### src/rtl/axi4_copy_pkg.sv
// Shared types and constants for the AXI4 burst copier.
package axi4_copy_pkg;

  typedef enum logic [2:0] {
    IDLE,
    RD_ADDR,
    RD_DATA,
    WR_ADDR,
    WR_DATA,
    WR_RESP
  } state_t;

  localparam logic [1:0] BURST_INCR = 2'b01;
  localparam logic [1:0] RESP_OKAY  = 2'b00;

  // AxSIZE encoding: log2 of the number of bytes per beat.
  function automatic logic [2:0] axi_size(input int data_width);
    int          bytes;
    logic [2:0]  size;
    bytes = data_width / 8;
    size  = 3'd0;
    for (int i = 0; i < 8; i++) begin
      if ((1 << i) == bytes) size = 3'(i);
    end
    return size;
  endfunction

endpackage

### src/rtl/copy_buffer.sv
// Chunk staging buffer: register file with synchronous write and
// combinational read, so W beats can stream back-to-back.
module copy_buffer #(
  parameter int G_DEPTH      = 4,
  parameter int G_DATA_WIDTH = 32,
  parameter int G_IDX_WIDTH  = 2
) (
  input  logic                    clock,
  input  logic                    wr_en,
  input  logic [G_IDX_WIDTH-1:0]  wr_idx,
  input  logic [G_DATA_WIDTH-1:0] wr_data,
  input  logic [G_IDX_WIDTH-1:0]  rd_idx,
  output logic [G_DATA_WIDTH-1:0] rd_data
);

  logic [G_DATA_WIDTH-1:0] mem_q [G_DEPTH];
  logic [G_DATA_WIDTH-1:0] mem_d [G_DEPTH];

  // Next contents: overwrite the addressed entry on a write.
  always_comb begin
    mem_d = mem_q;
    if (wr_en) mem_d[wr_idx] = wr_data;
  end

  // Storage; data only, so no reset.
  always_ff @(posedge clock) begin
    mem_q <= mem_d;
  end

  assign rd_data = mem_q[rd_idx];

endmodule

### src/rtl/axi4_burst_copier.sv
// AXI4 master copy engine: moves cmd_words words from cmd_src to cmd_dst
// in chunks of up to G_MAX_BURST beats, one INCR read burst then one INCR
// write burst per chunk, never overlapping read and write traffic.
// Optional build macro AXI4_COPY_RESP_CHECK_EN adds a sticky err output
// (bad RRESP/RLAST or BRESP); a bad BRESP also aborts the command.
module axi4_burst_copier
  import axi4_copy_pkg::*;
#(
  parameter int G_ADDR_WIDTH = 6,
  parameter int G_DATA_WIDTH = 32,
  parameter int G_ID_WIDTH   = 2,
  parameter int G_ID         = 0,
  parameter int G_MAX_BURST  = 4,
  parameter int G_CNT_WIDTH  = 8
) (
  input  logic                      clock,
  input  logic                      reset,
  input  logic                      cmd_valid,
  output logic                      cmd_ready,
  input  logic [G_ADDR_WIDTH-1:0]   cmd_src,
  input  logic [G_ADDR_WIDTH-1:0]   cmd_dst,
  input  logic [G_CNT_WIDTH-1:0]    cmd_words,
  output logic                      busy,
  output logic                      done,
`ifdef AXI4_COPY_RESP_CHECK_EN
  output logic                      err,
`endif
  output logic                      m_arvalid,
  input  logic                      m_arready,
  output logic [G_ID_WIDTH-1:0]     m_arid,
  output logic [G_ADDR_WIDTH-1:0]   m_araddr,
  output logic [7:0]                m_arlen,
  output logic [2:0]                m_arsize,
  output logic [1:0]                m_arburst,
  input  logic                      m_rvalid,
  output logic                      m_rready,
  input  logic [G_DATA_WIDTH-1:0]   m_rdata,
  input  logic [1:0]                m_rresp,
  input  logic                      m_rlast,
  output logic                      m_awvalid,
  input  logic                      m_awready,
  output logic [G_ID_WIDTH-1:0]     m_awid,
  output logic [G_ADDR_WIDTH-1:0]   m_awaddr,
  output logic [7:0]                m_awlen,
  output logic [2:0]                m_awsize,
  output logic [1:0]                m_awburst,
  output logic                      m_wvalid,
  input  logic                      m_wready,
  output logic [G_DATA_WIDTH-1:0]   m_wdata,
  output logic [G_DATA_WIDTH/8-1:0] m_wstrb,
  output logic                      m_wlast,
  input  logic                      m_bvalid,
  output logic                      m_bready,
  input  logic [1:0]                m_bresp
);

  localparam int         IW   = (G_MAX_BURST > 1) ? $clog2(G_MAX_BURST) : 1;
  localparam int         CW   = (G_CNT_WIDTH > 9) ? G_CNT_WIDTH : 9;
  localparam logic [2:0] SIZE = axi_size(G_DATA_WIDTH);

  state_t                  state_q, state_d;
  logic [G_ADDR_WIDTH-1:0] src_q, src_d;
  logic [G_ADDR_WIDTH-1:0] dst_q, dst_d;
  logic [G_CNT_WIDTH-1:0]  rem_q, rem_d;
  logic [IW-1:0]           beat_q, beat_d;
  logic                    done_q, done_d;
`ifdef AXI4_COPY_RESP_CHECK_EN
  logic                    err_q, err_d;
`else
  logic                    unused_resp;
  assign unused_resp = ^{m_rresp, m_rlast, m_bresp};
`endif

  logic [CW-1:0]           chunk_w;
  logic                    last_beat;
  logic                    buf_we;
  logic [G_DATA_WIDTH-1:0] buf_rdata;

  // Chunk only depends on remaining count, which is stable for a whole chunk.
  assign chunk_w   = (CW'(rem_q) >= CW'(G_MAX_BURST)) ? CW'(G_MAX_BURST) : CW'(rem_q);
  assign last_beat = (CW'(beat_q) == (chunk_w - CW'(1)));
  assign buf_we    = (state_q == RD_DATA) && m_rvalid;

  copy_buffer #(
    .G_DEPTH      (G_MAX_BURST),
    .G_DATA_WIDTH (G_DATA_WIDTH),
    .G_IDX_WIDTH  (IW)
  ) u_buf (
    .clock   (clock),
    .wr_en   (buf_we),
    .wr_idx  (beat_q),
    .wr_data (m_rdata),
    .rd_idx  (beat_q),
    .rd_data (buf_rdata)
  );

  // State and control registers; reset abandons any transfer in flight.
  always_ff @(posedge clock or posedge reset) begin
    if (reset) begin
      state_q <= IDLE;
      src_q   <= '0;
      dst_q   <= '0;
      rem_q   <= '0;
      beat_q  <= '0;
      done_q  <= 1'b0;
`ifdef AXI4_COPY_RESP_CHECK_EN
      err_q   <= 1'b0;
`endif
    end else begin
      state_q <= state_d;
      src_q   <= src_d;
      dst_q   <= dst_d;
      rem_q   <= rem_d;
      beat_q  <= beat_d;
      done_q  <= done_d;
`ifdef AXI4_COPY_RESP_CHECK_EN
      err_q   <= err_d;
`endif
    end
  end

  // Next-state and datapath update; beats are counted, RLAST never steers.
  always_comb begin
    state_d = state_q;
    src_d   = src_q;
    dst_d   = dst_q;
    rem_d   = rem_q;
    beat_d  = beat_q;
    done_d  = 1'b0;
`ifdef AXI4_COPY_RESP_CHECK_EN
    err_d   = err_q;
`endif
    unique case (state_q)
      IDLE: begin
        if (cmd_valid) begin
`ifdef AXI4_COPY_RESP_CHECK_EN
          err_d = 1'b0;
`endif
          if (cmd_words != '0) begin
            src_d   = cmd_src;
            dst_d   = cmd_dst;
            rem_d   = cmd_words;
            beat_d  = '0;
            state_d = RD_ADDR;
          end else begin
            done_d = 1'b1;
          end
        end
      end
      RD_ADDR: if (m_arready) state_d = RD_DATA;
      RD_DATA: begin
        if (m_rvalid) begin
`ifdef AXI4_COPY_RESP_CHECK_EN
          if ((m_rresp != RESP_OKAY) || (m_rlast != last_beat)) err_d = 1'b1;
`endif
          if (last_beat) begin
            beat_d  = '0;
            state_d = WR_ADDR;
          end else begin
            beat_d = beat_q + IW'(1);
          end
        end
      end
      WR_ADDR: if (m_awready) state_d = WR_DATA;
      WR_DATA: begin
        if (m_wready) begin
          if (last_beat) begin
            beat_d  = '0;
            state_d = WR_RESP;
          end else begin
            beat_d = beat_q + IW'(1);
          end
        end
      end
      WR_RESP: begin
        if (m_bvalid) begin
`ifdef AXI4_COPY_RESP_CHECK_EN
          if (m_bresp != RESP_OKAY) begin
            err_d   = 1'b1;
            rem_d   = '0;
            done_d  = 1'b1;
            state_d = IDLE;
          end else
`endif
          begin
            src_d = src_q + (G_ADDR_WIDTH'(chunk_w) << SIZE);
            dst_d = dst_q + (G_ADDR_WIDTH'(chunk_w) << SIZE);
            rem_d = rem_q - G_CNT_WIDTH'(chunk_w);
            if (rem_q == G_CNT_WIDTH'(chunk_w)) begin
              done_d  = 1'b1;
              state_d = IDLE;
            end else begin
              state_d = RD_ADDR;
            end
          end
        end
      end
      default: state_d = IDLE;
    endcase
  end

  // AXI and command outputs decoded from the current state.
  always_comb begin
    cmd_ready = (state_q == IDLE);
    busy      = (state_q != IDLE);
    done      = done_q;
    m_arvalid = (state_q == RD_ADDR);
    m_arid    = G_ID_WIDTH'(G_ID);
    m_araddr  = src_q;
    m_arlen   = 8'(chunk_w - CW'(1));
    m_arsize  = SIZE;
    m_arburst = BURST_INCR;
    m_rready  = (state_q == RD_DATA);
    m_awvalid = (state_q == WR_ADDR);
    m_awid    = G_ID_WIDTH'(G_ID);
    m_awaddr  = dst_q;
    m_awlen   = 8'(chunk_w - CW'(1));
    m_awsize  = SIZE;
    m_awburst = BURST_INCR;
    m_wvalid  = (state_q == WR_DATA);
    m_wdata   = buf_rdata;
    m_wstrb   = '1;
    m_wlast   = (state_q == WR_DATA) && last_beat;
    m_bready  = (state_q == WR_RESP);
  end

`ifdef AXI4_COPY_RESP_CHECK_EN
  assign err = err_q;
`endif

endmodule

### config.mk
export PLATFORM = sky130hd
export DESIGN_NAME = axi4_burst_copier
export DESIGN_NICKNAME = d
export VERILOG_FILES = /design/src/rtl/axi4_copy_pkg.sv /design/src/rtl/copy_buffer.sv /design/src/rtl/axi4_burst_copier.sv
export SDC_FILE = /design/constraint.sdc
export NUM_CORES = 1
export LEC_CHECK = 0
export CORE_AREA = 2 2 154 156
export DETAILED_ROUTE_END_ITERATION = 8
export DIE_AREA = 0 0 156 158
export SYNTH_ARGS = -nofsm -noshare
export SYNTH_HDL_FRONTEND = slang
export SYNTH_HIERARCHICAL = 1
export SYNTH_SLANG_ARGS = --single-unit
export TNS_END_PERCENT = 1
### constraint.sdc
create_clock -name clock -period 5.8 [get_ports clock]
set_input_delay 0.58 -clock clock [delete_from_list [all_inputs] [get_ports clock]]
set_output_delay 0.58 -clock clock [all_outputs]
set_load 0.01 [all_outputs]
==> impl_results.md, run 1 <==
- Outcome: complete, no violations
- Crit-path max FO: 6
- DP Area: 8150 sq um
- Total Die Area: 24600 sq um
- CP max-delay cell: clkdlybuf4s50_1
- Largest net degree at the start of global routing: 41
- Buf+Inv Stages, Crit Path: 2
- Power Density: 454 nW/um^2
- DR pass1 iterations: 4
- Core Rows: 56
- Vias/cell: 4.82
- Final setup viols: 0
- Post-CTS sizing: 0
- Worst skew pair latency: 420 ps
- Clock-pin slew on the worst setup and hold paths: 60 ps
- Sw frac: 0.313
- Combinational power share: 0.324
- Share of layout cells above drive strength 1: 0.143
- Async SR Flop Fraction: 0.169
- Clock sink count: 154
- Number of antenna violations at the first check in global routing: 1
- Fmax: 255 MHz
- GRT Overall Usage: 0.123
- Final worst path period need: 3910 ps
- Synthesized area: 6770 sq um
- Worst relative slew slack: 0.300
- CTS tree: yes
- Worst setup EP type: output port
- Delay-heaviest family, CP: simple AND/OR/NAND/NOR gates
- MaxCap Viol Count: 0
- Worst-margin pin slew: 1050 ps
- Layout Cell Area excl Fill: 8760 sq um
- Internal power: 2.73 mW
- Vias in the first global route: 4137
- Diode count: 0
- Setup Buffers After CTS: 0
- DIE WIDTH: 156 um
- RSZ-0062 raised after global routing: false
- Min-delay worst type: register to register
- Slowest cell delay on critical path: 530 ps
- Netlist cell types: 64
- Residual DRC: 0
- Port bufs: 128
- Seq pwr share: 0.393
- WP data arrival: 3330 ps
- Vias: 4020
- Count leader, synth: edfxtp_1
- Critical-path cell list: nor4_4 > and2_1 > nand2_1 > ha_1 > inv_1 > o2111a_1 > a21oi_1 > and3b_1 > clkdlybuf4s50_1
- Dpl hpwl: 9450 um
- Clk_skew: 12.4 ps
- Area growth syn-to-layout: 29.5%
- Number of hold buffers added after cts: 0
- Setup ws final: 1890 ps
- Top cells by count, synth: edfxtp_1, mux4_2, buf_4
- CP startpoint kind: register
- Share of the synthesized area in the top cell type: 0.568
- CTS Buffer Depth: 2
- Slew Limit Fails: 0
- YS warnings: 6
- First-pass GRT wire length: 22700 um
- GRT overflow: 0
- Synth area leader: edfxtp_1
- Routability cong.: 0.761
- Avg WL per Cell: 17.8 um
- Total power: 3.98 mW
- H-tree levels: 4
- NetSw: 1.25 mW
- Final hold vios: 0
- Final period utilization: 0.675
- Crit path kind: register to output port
- DRT iter0 DRCs: 191
- Worst VDD drop: 0.185 mV
- Final layout net count: 606
- #FFs+latches synth: 154
- Clock network fraction of total power: 0.283
- Seq/Total Area, Yosys: 0.664
- Top_reg_cell synth: edfxtp_1
- Core footprint: 23100 sq um
- Top Ports: 152
- DRT antenna net count: 0
- Leak Pwr: 3.04 nW
- Root buffer cell: clkbuf_16
- Req. time, crit path: 5220 ps
- Routed WL: 14900 um
- DP Worst Slack: 2300 ps
- EDFF count, synth: 128
- Syn avg cell area: 16.5 sq um
- Die Y: 158 um
- Cells after synthesis: 411
- Total CTS buffers: 17
- Final setup TNS: 0 ps
- Fin Hold WS: 525 ps
- Dominant cells by area after synthesis: edfxtp_1, mux4_2, dfrtp_1
- Initial core utilization: 0.293
[cells by family (layout without fill, tap and decap cells)]
group | count (synthesis) | in the layout | synth area share
other cells | 2 | 19 | 0.00111
flops | 154 | 154 | 0.664
compound gates | 62 | 62 | 0.0640
mux | 36 | 36 | 0.115
xor+xnor | 4 | 4 | 0.00518
simple gates | 81 | 81 | 0.0701
buf+inv | 62 | 178 | 0.0599
fa+ha+maj | 10 | 10 | 0.0207
[cells in the final DEF (no fill, tap or decap), types with 4 or more instances in the layout]
master,instances
o22ai_1,5
nor2_1,13
nand2_1,19
ha_1,8
dfrtp_1,24
mux4_2,30
inv_6,5
conb_1,19
clkbuf_16,17
edfxtp_1,128
nand3_1,4
a22o_1,4
o21ai_0,11
inv_1,14
o2bb2ai_1,5
a21oi_1,11
a21o_1,4
clkdlybuf4s50_1,128
nor3_1,13
nor2b_1,5
[metal layers]
| metal | global-route usage | vias up | share of wire |
|---|---|---|---|
| li1 | - | 1812 | - |
| met1 | 0.143 | 2042 | 0.41 |
| met2 | 0.214 | 149 | 0.50 |
| met3 | 0.0405 | 17 | 0.075 |
| met4 | 0.0402 | 0 | 0.012 |
| met5 | 0 | - | 0 |
[state kept, by name (all words and copies together), names as in the netlist]
register     count
state_q          3
m_awaddr         6
u_buf/mem_q    128
rem_q            8
m_araddr         6
done             1
beat_q           2
[stage by stage]
stage	util	instances
after floorplan	-	428
after global placement	0.354	802
after detailed placement	0.354	802
after CTS	0.380	834
after global routing	0.380	834
final	0.380	834
[power groups by stage]
stage | logic [mW] | clock network (mW) | registers [mW]
global placement | 1.28 | 0 | 1.58
finish | 1.29 | 1.12 | 1.56
CTS | 1.31 | 1.16 | 1.57
detailed placement | 1.31 | 0 | 1.59
floorplan | 0.848 | 0 | 1.48
global route | 1.40 | 1.20 | 1.59
[cell type report]
type / count / area [sq um]
clock buffers: 17 / 425
clock inverters: 15 / 180
fillers: 2155 / 14300
inverters: 16 / 60.1
multi-input cells: 212 / 1940
flip-flops and latches: 154 / 4500
well taps: 290 / 363
repair buffers: 130 / 1300
[path summary, 6_finish.rpt]
check	from	endpoint	slack, ps	depth (start not counted)
min in group asynchronous	reset	m_araddr[5]	720	2
max reg2reg	state_q[1]	m_awaddr[5]	2840	5
max in group asynchronous	reset	beat_q[1]	4370	2
min reg2reg	m_awaddr[1]	m_awaddr[1]	530	1
max	rem_q[4]	m_wlast	1890	9
min	m_awaddr[1]	m_awaddr[1]	530	1
No activity file was read; power rests on OpenSTA's default activity.
==> run 2, diff against run 1 <==
- clock period: 5.8 -> 3.22 ns (I/O delays scaled with it)
==> run 2 against run 1 <==
Cell area is 1.1% higher. Wire length shrank 0.33%. Critical path depth is 1 lower. Die area stayed put. Critical path type unchanged. Global-route usage is 0.069 points higher. Worst setup slack got worse by 1700 ps.
==> impl_results.md, run 2 (synthesis gave the netlist of run 1 again) <==
- GRT overflow: 0
- Core Util, Final: 0.384
- MaxCap Viol Count: 0
- Req. time, crit path: 2900 ps
- Avg WL per Cell: 17.6 um
- Core footprint: 23100 sq um
- RSZ-0062 raised after global routing: false
- Leak Pwr: 3.09 nW
- Initial core utilization: 0.293
- Clock network fraction of total power: 0.275
- DRT iter0 DRCs: 300
- Clock-pin slew on the worst setup and hold paths: 80 ps
- Internal power: 4.84 mW
- DRT antenna net count: 0
- GRT Overall Usage: 0.123
- Worst skew pair latency: 430 ps
- Port bufs: 128
- Die Y: 158 um
- Biggest regs: u_buf/mem_q x128, rem_q x8
- Fmax: 328 MHz
- Seq pwr share: 0.386
- Number of hold buffers added after cts: 0
- Root buffer cell: clkbuf_16
- Commonest non-fill, non-tap cell in the layout: edfxtp_1
- NetSw: 2.35 mW
- Worst-margin pin slew: 1070 ps
- Area growth syn-to-layout: 30.9%
- Fill cells: 2136
- Min-delay worst type: primary input to async pin
- Final worst path period need: 3040 ps
- Residual DRC: 0
- Final period utilization: 0.946
- DR pass1 iterations: 5
- Largest net degree at the start of global routing: 37
- Final setup TNS: 0 ps
- Routed WL: 14800 um
- Total CTS buffers: 17
- Final setup viols: 0
- Number of antenna violations at the first check in global routing: 0
- Final hold vios: 0
- Routability cong.: 0.763
- Power Density: 811 nW/um^2
- CP startpoint kind: register
- Crit path kind: register to output port
- Worst setup EP type: output port
- Crit-path max FO: 6
- Clk_skew: 13.2 ps
- DIE WIDTH: 156 um
- Clock sink count: 154
- Diode count: 0
- Final layout net count: 615
- Largest Register: u_buf/mem_q
- Crit path launch: rem_q[4]
- Total Die Area: 24600 sq um
- Sw frac: 0.327
- Vias/cell: 4.72
- Vias: 3980
- Slew Limit Fails: 0
- CTS tree: yes
- First-pass GRT wire length: 22900 um
- Most frequent cells in the layout: edfxtp_1, clkdlybuf4s50_1, mux4_2
- Vias in the first global route: 4087
- CTS Buffer Depth: 2
- Worst R2R Start: rem_q[4]
- Dpl hpwl: 9390 um
- Outcome: complete, no violations
- Worst relative slew slack: 0.287
- Combinational power share: 0.338
- Core Rows: 56
- Worst VDD drop: 0.294 mV
- WP data arrival: 2720 ps
- Share of layout cells above drive strength 1: 0.168
- Max reg flops: 128
- H-tree levels: 4
- Top Ports: 152
## run 2: changes by cell type in the layout (fill, tap and decap cells not counted), sizes merged
cell,before,now
buf,2,11
bufinv,2,0
clkinv,6,8
clkdlybuf4s50,128,127
dlygate4sd2,0,1
## run 2: power by group through the flow
| stage | sequential [mW] | combinational [mW] | clock, mW |
|---|---|---|---|
| after floorplan | 2.66 | 1.53 | 0 |
| after global placement | 2.79 | 2.41 | 0 |
| after detailed placement | 2.82 | 2.45 | 0 |
| after CTS | 2.78 | 2.47 | 2.04 |
| after global routing | 2.82 | 2.65 | 2.13 |
| final | 2.77 | 2.43 | 1.98 |
## run 2: metal layers
metal  track usage  vias up  routed length, um
met5             0        -                  0
met4        0.0349        0                177
met3        0.0367       14                881
met2         0.214      138               7610
met1         0.150     1999               6160
li1              -     1829                  -
## run 2: cell type report
class	count	area, sq um	area share
sequential	154	4500	0.508
multi-input combinational	212	1960	0.221
timing repair buffer	139	1380	0.155
clock buffer	17	425	0.0480
tap	290	363	0.0410
clock inverter	15	175	0.0198
inverter	16	60.1	0.00678
## run 2: stage by stage
| stage | instances | hold slack, ps | worst slack, ps | power, mW | instance area, sq um |
|---|---|---|---|---|---|
| finish | 843 | 454 | 175 | 7.18 | 8860 |
| global route | 843 | 471 | 18.4 | 7.60 | 8860 |
| CTS | 843 | 448 | 58.8 | 7.28 | 8850 |
| detailed placement | 810 | 486 | 278 | 5.27 | 8230 |
| global placement | 810 | 473 | 341 | 5.21 | 8230 |
| floorplan | 428 | 362 | 559 | 4.19 | 6830 |
## run 2: final timing paths
path,end,slack [ps],depth (start not counted)
min in group clock,m_araddr[0],460,3
min reg2reg,m_awaddr[1],500,1
max,m_arlen[2],180,8
max reg2reg,state_q[0],810,8
min,rem_q[7],450,2
max in group asynchronous,beat_q[1],2050,2
## run 2: critical path, stage by stage, from the launching register on
cell and delay (ps):
dfrtp_2 450, nor4_4 310, and2_4 200, nand2_1 110
ha_2 230, inv_1 130, a21oi_1 100, nor2_2 200
clkdlybuf4s50_1 570
## run 2: what timing repair did
action / in CTS / in global routing
endpoints found under the setup margin: 3 / 2
setup buffers: 1 / 0
pin swaps: 1 / 0
resized for setup: 5 / 1
gates cloned: 0 / 0
